===== config.mk =====
export PLATFORM = sky130hd
export DESIGN_NAME = pc_fetch
export DESIGN_NICKNAME = d
export VERILOG_FILES = /design/src/rtl/pc_fetch.sv
export SDC_FILE = /design/constraint.sdc
export NUM_CORES = 1
export LEC_CHECK = 0
export CAP_MARGIN = 20
export CORE_MARGIN = 3
export CORE_UTILIZATION = 45
export CTS_CLUSTER_DIAMETER = 60
export DETAILED_ROUTE_END_ITERATION = 12
export DONT_BUFFER_PORTS = 1
export PLACE_DENSITY = 0.6
export SYNTH_ARGS = -nofsm -noshare
export SYNTH_HDL_FRONTEND = slang
export SYNTH_SLANG_ARGS = --single-unit

===== constraint.sdc =====
create_clock -name clk -period 4.2 [get_ports clk]
set_input_delay 0.63 -clock clk [delete_from_list [all_inputs] [get_ports clk]]
set_output_delay 0.63 -clock clk [all_outputs]
set_load 0.02 [all_outputs]

===== src/rtl/pc_fetch.sv =====
// pc_fetch: single-stage instruction fetch with CALL/RET return-address storage and HALT.
// Build option FETCH_RAS_EN selects a 4-entry return stack; otherwise a single link register.

module pc_fetch (
   input  logic        clk,
   input  logic        rst,
   input  logic [15:0] instr,
   input  logic        stall,
   input  logic        branch_taken,
   input  logic [4:0]  branch_target,
   output logic [4:0]  adr,
   output logic [15:0] if_instr,
   output logic [4:0]  if_pc,
   output logic        if_valid,
   output logic        halted,
   output logic        ras_err
);

   // Handshake: if_valid qualifies if_instr/if_pc. While stall is high the PC and the
   // fetch register hold, so a live word stays presented until the cycle stall drops.

   typedef enum logic {
      S_RUN  = 1'b0,
      S_HALT = 1'b1
   } state_t;

   state_t      state;
   logic [4:0]  pc;
   logic [4:0]  pc_inc;
   logic [4:0]  ret_addr;
   logic        is_call;
   logic        is_ret;
   logic        is_halt;
   logic        fetch_go;
   logic        do_push;
   logic        do_pop;

   assign adr    = pc;
   assign pc_inc = pc + 5'd1;
   assign halted = (state == S_HALT);

   // 16'hFFFF also fits the RET pattern; it is kept out of RET so HALTI stays reachable.
   assign is_halt = (instr == 16'hFFFF);
   assign is_call = (instr[15:10] == 6'b000000) && (instr[4:0] == 5'b11011);
   assign is_ret  = (instr[15:10] == 6'b111111) && (instr[4:0] == 5'b11111) && !is_halt;

   assign fetch_go = (state == S_RUN) && !branch_taken && !stall;
   assign do_push  = fetch_go && is_call;
   assign do_pop   = fetch_go && is_ret;

`ifdef FETCH_RAS_EN
   logic [4:0] stk [4];
   logic [2:0] cnt;
   logic [1:0] top;
   logic       err_q;

   // cnt==4 wraps cnt[1:0] to 0, so top lands on entry 3 as intended.
   assign top      = cnt[1:0] - 2'd1;
   assign ret_addr = (cnt == 3'd0) ? 5'd0 : stk[top];
   assign ras_err  = err_q;

   always_ff @(posedge clk or negedge rst) begin
      if (!rst) begin
         cnt   <= 3'd0;
         err_q <= 1'b0;
         for (int i = 0; i < 4; i++) stk[i] <= 5'd0;
      end else if (do_push) begin
         if (cnt == 3'd4) begin
            stk[0] <= stk[1];
            stk[1] <= stk[2];
            stk[2] <= stk[3];
            stk[3] <= pc_inc;
            err_q  <= 1'b1;
         end else begin
            stk[cnt[1:0]] <= pc_inc;
            cnt           <= cnt + 3'd1;
         end
      end else if (do_pop) begin
         if (cnt == 3'd0) begin
            err_q <= 1'b1;
         end else begin
            cnt <= cnt - 3'd1;
         end
      end
   end
`else
   logic [4:0] link;

   assign ret_addr = link;
   assign ras_err  = 1'b0;

   always_ff @(posedge clk or negedge rst) begin
      if (!rst) begin
         link <= 5'd0;
      end else if (do_push) begin
         link <= pc_inc;
      end
   end
`endif

   always_ff @(posedge clk or negedge rst) begin
      if (!rst) begin
         state    <= S_RUN;
         pc       <= 5'd0;
         if_instr <= 16'd0;
         if_pc    <= 5'd0;
         if_valid <= 1'b0;
      end else begin
         case (state)
            S_RUN: begin
               if (branch_taken) begin
                  pc       <= branch_target;
                  if_valid <= 1'b0;
               end else if (!stall) begin
                  if_instr <= instr;
                  if_pc    <= pc;
                  if_valid <= 1'b1;
                  if (is_call) begin
                     pc <= instr[9:5];
                  end else if (is_ret) begin
                     pc <= ret_addr;
                  end else if (is_halt) begin
                     state <= S_HALT;
                  end else begin
                     pc <= pc_inc;
                  end
               end
            end
            S_HALT: begin
               // The halt was speculative: a redirect from execute revives fetch.
               if_valid <= 1'b0;
               if (branch_taken) begin
                  pc    <= branch_target;
                  state <= S_RUN;
               end
            end
         endcase
      end
   end

endmodule


# Word-level counts from Yosys, hierarchy flattened
# Cells that the tools add are included.
dict set report word_totals {
  ff_bits 33
  latch_bits 0
  mem_bits_rw 0
  rom_bits 0
  in_bits 25
  out_inout_bits 29
  elab_cells 46
  mem_count 0
}
dict set report classes {
  add_sub_neg 1
  n_mul 0
  n_div 0
  order_cmp 0
  n_eq_ne 7
  n_shift 0
  muxes 17
  bitwise 3
  n_reduce_logical 12
}
# cell n
set ops {}
lappend ops {{5-bit two-way mux} 6}
lappend ops {{16-bit == test (second input constant)} 1}
lappend ops {{5-bit == test (second input constant)} 2}
lappend ops {{5-bit one-hot mux with 2 select lines} 1}
lappend ops {{1-bit two-way mux} 8}
lappend ops {{6-bit == test (second input constant)} 1}
lappend ops {{1-bit logical AND} 6}
lappend ops {{6-bit zero test} 1}
lappend ops {{3-bit AND reduction} 2}
lappend ops {{5-bit by 1-bit adder with 5-bit output (second input constant)} 1}
lappend ops {{5-bit inequality test (second input constant)} 1}
lappend ops {{1-bit one-hot mux with 2 select lines} 2}
lappend ops {{1-bit zero test} 3}
lappend ops {{3-bit inequality test (second input constant)} 1}
lappend ops {{1-bit NOT} 3}
lappend ops {{2-bit inequality test (second input constant)} 1}

# Logic depth before layout (Yosys ltp)
dict set report logic_depth {
  word_depth 8
  mapped_depth 6
}

# Least setup slack after synthesis
# Ideal clock, no wire load.
dict set report synth_path {
  kind {input to register}
  startpoint {in instr[3]}
  endpoint {reg pc[3] (netlist: adr[3])}
  arrival_ps 1720
  path_slack_ps 2354
  cell_stages 6
  cell_sequence {nand4_2 > or3_1 > buf_2 > or3_1 > nand3_1 > a21oi_1}
}
dict set report synth_between {
  elab_chain_len 8
  elab_cells_between_ends 14
}
# item line
set synth_rtl {}
lappend synth_rtl {{from (decl)} 7} ;# input logic [15:0] instr,
lappend synth_rtl {{16-bit == test / 5-bit == test (equally long branches)} {43, 45}}
lappend synth_rtl {{1-bit zero test / 1-bit logical AND (equally long branches)} 45} ;# assign is_ret = (instr[15:10] == 6'b111111) && (instr[4:0] == 5'b11111) && !is_halt;
lappend synth_rtl {{1-bit logical AND} 45}
lappend synth_rtl {{5-bit two-way mux} 120} ;# end else if (is_ret) begin
lappend synth_rtl {{5-bit two-way mux} 118} ;# if (is_call) begin
lappend synth_rtl {{5-bit two-way mux} 114} ;# end else if (!stall) begin
lappend synth_rtl {{5-bit two-way mux} 111} ;# if (branch_taken) begin
lappend synth_rtl {{5-bit one-hot mux with 2 select lines} 109} ;# case (state)
lappend synth_rtl {{to (signal assigned)} 112} ;# pc <= branch_target;
lappend synth_rtl {{to (signal assigned)} 119} ;# pc <= instr[9:5];
lappend synth_rtl {{to (signal assigned)} 121} ;# pc <= ret_addr;
lappend synth_rtl {{to (decl)} 28} ;# logic [4:0] pc;
# Parallel ways exist; a longest one is shown, timed or not. The select of a mux whose other input is x is not followed.
# A chain may end at the register's enable or synchronous reset.

# Final worst setup path
dict set report layout_path {
  startpoint {reg state (netlist: halted)}
  endpoint {reg if_instr[12]}
}
dict set report layout_between {
  elab_chain_len 2
}
# item line
set layout_rtl {}
lappend layout_rtl {{from (decl)} 27} ;# state_t state;
lappend layout_rtl {{from (signal assigned)} 103} ;# state <= S_RUN;
lappend layout_rtl {{from (signal assigned)} 123} ;# state <= S_HALT;
lappend layout_rtl {{from (signal assigned)} 134} ;# state <= S_RUN;
lappend layout_rtl {{1-bit NOT (no source line)} -}
lappend layout_rtl {{3-bit AND reduction (no source line)} -}
lappend layout_rtl {{to (signal assigned)} 115} ;# if_instr <= instr;
lappend layout_rtl {{to (decl)} 12} ;# output logic [15:0] if_instr,
# No other way between the ends.

==> load_flow_metrics.sql <==
INSERT INTO impl_metrics (metric_group, metric, value, unit) VALUES
('power', 'power-per-cell-area', '433', 'mW/mm2'),
('synthesis', 'synthesis_warning_total', '0', ''),
('timing', 'final-hold-violation-count', '0', ''),
('clock_tree', 'cts.path.max_buffers', '2', ''),
('critical_path', 'critical_path.max_fanout', '15', ''),
('route', 'viasPerCell', '5.90', ''),
('final_layout', 'fill_cell_instance_count_of_the_final_layout', '294', ''),
('final_layout', 'n_antenna_cell', '0', ''),
('synthesis', 'netlist-cell-type-count', '35', ''),
('critical_path', 'timing.critical_path.to', 'if_instr[12]', ''),
('global_route', 'grt_remaining_overflow', '0', ''),
('floorplan', 'die_w', '64.3', 'um'),
('route', 'drt_iter0_markers', '64', ''),
('clock_tree', 'clkLatencyLatePin', '330', 'ps'),
('clock_tree', 'cts.clk_slew.worst_paths', '90', 'ps'),
('global_route', 'antenna_found_initial', '0', ''),
('final_layout', 'design.final.nets', '159', ''),
('timing', 'worst_slew_pin_slew', '759', 'ps'),
('timing', 'period_needed', '2190', 'ps'),
('floorplan', 'floorplan.initialDensity', '48.6', '%'),
('min_path', 'path_category_of_the_worst_min_delay_check', 'in2async', ''),
('timing', 'finClkSkew', '6.39', 'ps'),
('timing', 'final_min_period_over_clock_period', '52.1', '%'),
('timing', 'slew_headroom', '49.3', '%'),
('route', 'drc', '0', ''),
('floorplan', 'core', '0.00315', 'mm2'),
('flow_run', 'cap_viol_max_count', '0', ''),
('global_route', 'global_route_wire_length_before_repair', '5530', 'um'),
('placed_design', 'globalplace.congestion', '0.794', ''),
('global_route', 'global_route.usage.total', '17.5', '%'),
('critical_path', 'regToRegEndpoint', 'if_instr[12]', ''),
('final_layout', 'drive_above_1_share', '24.6', '%'),
('placed_design', 'half_perimeter_wire_length_of_the_detailed_placement_result', '2520', 'um'),
('route', 'routed_wire_length_per_instance', '18.7', 'um'),
('route', 'drtAntennaViolNets', '0', ''),
('critical_path', 'timing.rr.start', 'halted', ''),
('run_status', 'outcome', 'completed', ''),
('timing', 'report.final.slew_viol_count', '0', ''),
('clock_tree', 'cts.sinks', '33', ''),
('final_layout', 'utilization', '51.8', '%'),
('synthesis', 'ys_seq_elements', '33', ''),
('synthesis', 'cells_after_synthesis', '130', ''),
('critical_path', 'start_kind', 'register', ''),
('timing', 'setup_tns', '0', 'ps'),
('floorplan', 'rows', '20', ''),
('floorplan', 'num_io_pins', '54', ''),
('power', 'irDropWorstVdd', '220', 'uV'),
('critical_path', 'crit_type', 'reg2reg', ''),
('route', 'detailroute.via_count', '1050', ''),
('timing', 'hold-worst-slack', '116', 'ps'),
('clock_tree', 'htree_num_levels', '2', ''),
('critical_path', 'cp.arrival', '2400', 'ps'),
('synthesis', 'synthFlopType', 'sky130_fd_sc_hd__dfrtp_1', ''),
('critical_path', 'ff2ff_setup_slack', '2010', 'ps'),
('power', 'design_power_total', '708', 'uW'),
('global_route', 'via_count_of_the_first_global_routing_pass', '1161', ''),
('critical_path', 'crit_start', 'halted', ''),
('clock_tree', 'ctsRootBufferMaster', 'sky130_fd_sc_hd__clkbuf_4', ''),
('global_route', 'grt_start_max_net_pins', '34', ''),
('timing', 'grt_setup_unrepaired', 'no', ''),
('synthesis', 'postSynthAreaPerCell', '11.8', 'um2'),
('critical_path', 'timing.critical_path.required', '4410', 'ps'),
('synthesis', 'yosysSeqAreaShare', '53.9', '%'),
('clock_tree', 'cts_made_buffers', '5', ''),
('floorplan', 'die_h', '64.3', 'um'),
('clock_tree', 'cts_tree', 'yes', ''),
('synthesis', 'synth_area', '0.00153', 'mm2'),
('timing', 'peak_freq', '457', 'MHz'),
('synthesis', 'syn_nets', '156', ''),
('synthesis', 'synth_edf_count', '0', ''),
('route', 'postRouteWirelength', '3320', 'um'),
('floorplan', 'die_area', '0.00414', 'mm2'),
('synthesis', 'share_of_flip_flops_with_an_asynchronous_set_or_reset', '100', '%'),
('placed_design', 'port-buffer-count', '0', ''),
('critical_path', 'r2r.worst_path.cells', '4', ''),
('route', 'detailedRoute.firstPassIterationCount', '4', ''),
('timing', 'setup_viol_count_final', '0', ''),
('power', 'power_leakage', '0.000680', 'uW'),
('critical_path', 'end_kind', 'register', ''),
('final_layout', 'syn2layout_area_growth', '6.70', '%');
## cell usage in the layout (no fill, tap or decap), drive strengths merged, types with 4 or more instances in the layout
master	instances
o21ai	10
dfrtp	33
nand3	6
mux2	23
clkbuf	8
nand2	5
nor2	6
a211oi	4
## layout make-up
cell class,count,area (um2),share of cell area [%]
Timing Repair Buffer,2,27.5,1.68
Sequential cell,33,826,50.5
Clock buffer,8,48.8,2.99
Tap cell,44,55.1,3.37
Inverter,2,7.51,0.459
Multi-Input combinational cell,89,669,41.0
## repair_timing
action,in CTS,in global routing
hold endpoints to repair,33,0
setup buffers,0,0
hold buffers,1,0
gates resized for setup,0,0
## worst max-delay path: stages, from the launching register on
cell and delay (ps):
sky130_fd_sc_hd__dfrtp_1 500, sky130_fd_sc_hd__or2_1 320, sky130_fd_sc_hd__nor2_2 600, sky130_fd_sc_hd__buf_4 300
sky130_fd_sc_hd__mux2_2 350
## per-layer routing
layer | global-route usage, % | up-vias | part of all wire, %
li1 | - | 485 | -
met3 | 7.03 | 8 | 7.6
met2 | 29.8 | 38 | 52
met5 | 0 | - | 0
met1 | 19.1 | 519 | 38
met4 | 7.92 | 0 | 2.0
## Yosys cell counts, types with 3 or more instances
cell / count / share of area [%]
sky130_fd_sc_hd__nand3_1: 6 / 2.0
sky130_fd_sc_hd__nor2_1: 6 / 1.5
sky130_fd_sc_hd__dfrtp_1: 33 / 54
sky130_fd_sc_hd__mux2_2: 21 / 15
sky130_fd_sc_hd__nand2_1: 4 / 0.98
sky130_fd_sc_hd__or3_1: 3 / 1.2
sky130_fd_sc_hd__buf_2: 4 / 1.3
sky130_fd_sc_hd__o21ai_0: 8 / 2.6
sky130_fd_sc_hd__a211oi_1: 4 / 2.0
sky130_fd_sc_hd__a21oi_1: 3 / 0.98
sky130_fd_sc_hd__a31oi_1: 3 / 1.2
## power breakdown
group / switching [uW] / internal, uW / total [uW]
Clock: 97.6 / 66.6 / 164
Combinational: 39.9 / 50.9 / 90.7
Sequential: 92.6 / 360 / 453
## per-stage QoR
stage	setup WS (ps)	instances	cell area [um2]
after global routing	1900	178	1630
after floorplan	2350	130	1530
after detailed placement	1900	169	1570
after CTS	1980	178	1630
after global placement	1950	169	1570
final	2010	178	1630
## state kept, by name (all words and copies together) (netlist names)
register and flops:
halted 1, if_valid 1, adr 5, if_pc 5
link 5, if_instr 16
## how the worst min path moves through the flow
stage,endpoint,slack (ps),depth (start not counted)
2_1_floorplan,adr[0],330,0
6_report,adr[2],120,1
5_1_grt,link[0],110,1
4_1_cts,adr[2],110,1
3_5_place_dp,adr[4],340,0
3_3_place_gp,adr[4],340,0
## kinds of logic after synthesis
group | Yosys count | share of synthesized area, %
DFF | 33 | 53.9
and+or+nand+nor | 33 | 12.3
AOI/OAI and AO/OA | 28 | 11.6
muxes | 23 | 16.9
buffers and inverters | 8 | 2.53
xor gates and xnor gates | 3 | 1.72
adders and majority gates | 1 | 0.817
other | 1 | 0.245
No activity file was read; power rests on OpenSTA's default activity.
